<file path="src/rtl/pwm_multi.sv">
// N-channel PWM with one shared counter and double-buffered period/duty.
// Define PWM_CENTER_EN for a centre-aligned (triangle) counter.
module pwm_multi #(
    parameter int clk_mhz   = 50,
    parameter int freq_khz  = 400,
    parameter int duty      = 40,
    parameter int channels  = 4,
    parameter int cnt_width = 16
) (
    input  logic                 clk,
    input  logic                 rst,
    input  logic                 en,
    input  logic                 period_we,
    input  logic                 duty_we,
    input  logic [(channels > 1 ? $clog2(channels) : 1)-1:0] cfg_sel,
    input  logic [cnt_width-1:0] cfg_period,
    input  logic [cnt_width-1:0] cfg_duty,
    output logic [channels-1:0]  out,
    output logic                 period_end,
    output logic                 pending
);
    localparam int P0 = (2000 * clk_mhz + freq_khz) / (2 * freq_khz);
    localparam int D0 = (2 * duty * P0 + 100) / 200;
    localparam logic [cnt_width-1:0] P0W  = cnt_width'(P0);
    localparam logic [cnt_width-1:0] D0W  = cnt_width'(D0);
    localparam logic [cnt_width-1:0] ONE  = cnt_width'(1);
    localparam logic [cnt_width-1:0] ZERO = '0;

    logic [cnt_width-1:0] cnt_q, cnt_d;
    logic [cnt_width-1:0] per_q, per_d;
    logic [cnt_width-1:0] per_sh_q, per_sh_d;
    logic [cnt_width-1:0] duty_q [channels];
    logic [cnt_width-1:0] duty_d [channels];
    logic [cnt_width-1:0] duty_sh_q [channels];
    logic [cnt_width-1:0] duty_sh_d [channels];
    logic                 pending_q, pending_d;
    logic [cnt_width-1:0] pe, pe_m1;
    logic                 sel_ok, term, xfer;

`ifdef PWM_CENTER_EN
    typedef enum logic {UP, DOWN} dir_e;
    dir_e dir_q, dir_d;
`endif

    assign sel_ok = 32'(cfg_sel) < channels;
    assign pe     = (per_q == ZERO) ? ONE : per_q;
    assign pe_m1  = pe - ONE;

`ifdef PWM_CENTER_EN
    assign term = en && dir_q == DOWN && cnt_q == ZERO;
`else
    assign term = en && cnt_q == pe_m1;
`endif
    // Disabled counter behaves as a permanent boundary: shadows flow through.
    assign xfer = !en || term;

    always_comb begin
        per_sh_d  = per_sh_q;
        duty_sh_d = duty_sh_q;
        if (period_we)
            per_sh_d = cfg_period;
        if (duty_we && sel_ok)
            duty_sh_d[cfg_sel] = cfg_duty;
        per_d     = xfer ? per_sh_d : per_q;
        duty_d    = xfer ? duty_sh_d : duty_q;
        pending_d = xfer ? 1'b0
                  : pending_q | period_we | (duty_we & sel_ok);
`ifdef PWM_CENTER_EN
        cnt_d = cnt_q;
        dir_d = dir_q;
        if (!en) begin
            cnt_d = ZERO;
            dir_d = UP;
        end else if (dir_q == UP) begin
            if (cnt_q == pe_m1)
                dir_d = DOWN;
            else
                cnt_d = cnt_q + ONE;
        end else if (term) begin
            dir_d = UP;
        end else begin
            cnt_d = cnt_q - ONE;
        end
`else
        cnt_d = xfer ? ZERO : cnt_q + ONE;
`endif
    end

    always_ff @(posedge clk) begin
        if (rst) begin
            cnt_q     <= ZERO;
            per_q     <= P0W;
            per_sh_q  <= P0W;
            pending_q <= 1'b0;
            for (int i = 0; i < channels; i++) begin
                duty_q[i]    <= D0W;
                duty_sh_q[i] <= D0W;
            end
        end else begin
            cnt_q     <= cnt_d;
            per_q     <= per_d;
            per_sh_q  <= per_sh_d;
            pending_q <= pending_d;
            duty_q    <= duty_d;
            duty_sh_q <= duty_sh_d;
        end
    end

`ifdef PWM_CENTER_EN
    always_ff @(posedge clk) begin
        if (rst)
            dir_q <= UP;
        else
            dir_q <= dir_d;
    end
`endif

    always_comb begin
        out = '0;
        for (int i = 0; i < channels; i++)
            out[i] = en && (cnt_q < duty_q[i]);
    end

    assign period_end = term;
    assign pending    = pending_q;
endmodule
</file>
<file path="config.mk">
export PLATFORM = sky130hd
export DESIGN_NAME = pwm_multi
export DESIGN_NICKNAME = d
export VERILOG_FILES = /design/src/rtl/pwm_multi.sv
export SDC_FILE = /design/constraint.sdc
export NUM_CORES = 1
export LEC_CHECK = 0
export CORE_UTILIZATION = 60
export DETAILED_ROUTE_END_ITERATION = 10
export PLACE_DENSITY = 0.8
export SLEW_MARGIN = 20
export SYNTH_ARGS = -nofsm -noshare
export SYNTH_HDL_FRONTEND = slang
export SYNTH_SLANG_ARGS = --single-unit
export TNS_END_PERCENT = 1
</file>
<file path="constraint.sdc">
create_clock -name clk -period 5.2 [get_ports clk]
set_clock_uncertainty 0.05 [all_clocks]
set_input_delay 0.52 -clock clk [delete_from_list [all_inputs] [get_ports clk]]
set_output_delay 0.52 -clock clk [all_outputs]
set_load 0.005 [all_outputs]
</file>
==> results.toml <==
[sta]
rsz0062_at_grt = "no"
min_period_over_period_pct = 93.8
setup_tns_ns = 0
period_needed_ns = 4.88
clock.fmax_ghz = 0.205
worst_slew_pin_slew_ns = 1.01
max-slew-margin-rel_pct = 32.5
slew_violations = 0
setup_ws_ns = 0.324
setup-violations-final = 0
finalHoldViolCount = 0

[floorplanning]
die-area_sq_mm = 0.0148
dieWidth_um = 122
core_area_sq_mm = 0.0139
ios = 45
dieHeight_um = 122
start_util_pct = 61.6
fp-row-count = 43

[clock_network]
cts_hold_buf = 0
clkTransAtPathRegs_ns = 0.07
cts_max_path_buffers = 2
cts_num_sinks = 177
cts_made_buffers = 17
clock_latency_ns = 0.43
cts_resized = 0
cts_tree = "done"
htreeDepth = 4
cts_setup_buffers = 0
clockRootBuffer = "clkbuf_16"

[place]
hpwl_mm = 12.2
gp_congestion = 0.871
io_buffers = 44
place_ws_ns = 0.812

[routing]
routed_wl_mm = 18.2
num_vias = 6465
remaining_drc_errors = 0
wl_per_cell_um = 15.5
ant_nets = 0
vias_per_cell = 5.49
drtPass1Iterations = 6
drt-initial-drc-count = 435

[finish]
final_cell_mix = "177 x dfxtp_1, 144 x nand2_1, 76 x nor2_1"
num_antenna_cells = 0
area_growth_pct = 12.6
final_layout_size_suffix_gt1_share_pct = 13.2
final_common_cell = "dfxtp_1"
nets = 1085

[critical_path]
crit_path_start_kind = "register"
critPathArrivalTime_ns = 4.31
crit_type = "reg2out"
worst-path-max-fanout = 9
required_ns = 4.63
cp-end-kind = "output port"

[synth]
synth_area_per_cell_sq_um = 8.92
yosysSeqAreaShare_pct = 41.3
syn_inst = 962
ys_ff_latch = 177
ys_types = 50
async_flop_share_pct = 0
syn-num-nets = 1063
synth_enable_flop_cells = 0
synth_flop_cell = "dfxtp_1"
ys_warn_count = 0
syn-cell-area_sq_mm = 0.00858

[power]
power.density_mw_per_mm2 = 301
ir_drop_v = 0.000234
power_leakage_nw = 4.06
power.total_mw = 2.91

[outcome]
status = "finished clean"

[min_path]
hp-class = "reg2reg"

[global_routing]
grt_first_pass_wirelength_mm = 30.0
overflow = 0
grt_pass1_vias = 6194
grt_use_total_pct = 26.4
antenna_found_initial = 0
grt_max_degree = 100

[job]
drv_cap = 0
## metal layers
metal,up-vias,wire [um],GRT usage [%]
met5,-,0,0
li1,3284,-,-
met1,3015,8370,33.6
met4,0,371,11.2
met2,133,8820,44.0
met3,33,656,4.63
## through the flow
stage	util, %	instance area [sq um]	cells	hold WS [ns]
floorplan	-	8580	962	0.380
global placement	65.3	9100	1145	0.394
detailed placement	65.3	9100	1145	0.397
CTS	69.4	9670	1177	0.406
global route	69.4	9670	1177	0.421
finish	69.4	9670	1177	0.407
## Yosys cell counts, types with 15 or more instances
library cell / instances / area, sq um
nor2b_1: 22 / 138
nor3_1: 24 / 120
ha_1: 62 / 776
mux2_2: 67 / 754
xnor2_1: 15 / 131
inv_1: 67 / 251
nor2_1: 76 / 285
clkbuf_1: 35 / 131
xor2_1: 17 / 149
a21oi_1: 71 / 355
a21o_1: 24 / 180
or2_2: 19 / 119
dfxtp_1: 177 / 3540
nand2_1: 144 / 541
## area by class of cell
type / count / area (sq um)
inverter: 67 / 251
clock buffer: 19 / 453
clock inverter: 13 / 114
tap: 180 / 225
fill: 1061 / 4270
sequential: 177 / 3540
multi-input combinational: 671 / 4590
timing repair buffer: 50 / 490
## logic make-up after synthesis
| kind of cell | after synthesis | share of synthesized area [%] |
|---|---|---|
| buf+inv | 114 | 5.31 |
| simple gates | 356 | 19.9 |
| compound gates | 131 | 9.50 |
| flops | 177 | 41.3 |
| mux | 90 | 11.7 |
| xor+xnor | 32 | 3.27 |
| fa+ha+maj | 62 | 9.04 |
## worst paths after layout
kind	to	slack (ns)	start	depth (start not counted)
setup / recovery	period_end	0.32	per_q[4]	12
hold / removal	duty_sh_q[22]	0.41	duty_sh_q[22]	2
setup reg to reg	per_q[0]	0.72	per_q[4]	12
hold reg to reg	duty_sh_q[22]	0.41	duty_sh_q[22]	2
## report_power, final
| part | switching (mW) | internal, mW | total [mW] |
|---|---|---|---|
| clock network | 0.535 | 0.683 | 1.22 |
| logic | 0.140 | 0.122 | 0.263 |
| registers | 0.0268 | 1.41 | 1.43 |
## critical path, cell delays in order (launching register included)
cell and delay (ns):
dfxtp_1 0.39, nor4_2 0.55, and4_1 0.35, a21oi_1 0.11, ha_1 0.34, xor2_1 0.16, o21ai_0 0.09, or4_1 0.50
a211oi_1 0.22, o2111ai_1 0.22, nor4_1 0.28, and2_1 0.16, clkdlybuf4s50_1 0.50
## sequential cells by signal, summed over array words and instances, names as in the netlist
signal	flops
duty_q	64
duty_sh_q	64
cnt_q	16
per_q	16
per_sh_q	16
pending	1
Note: power is estimated with default switching activity, not from simulation.
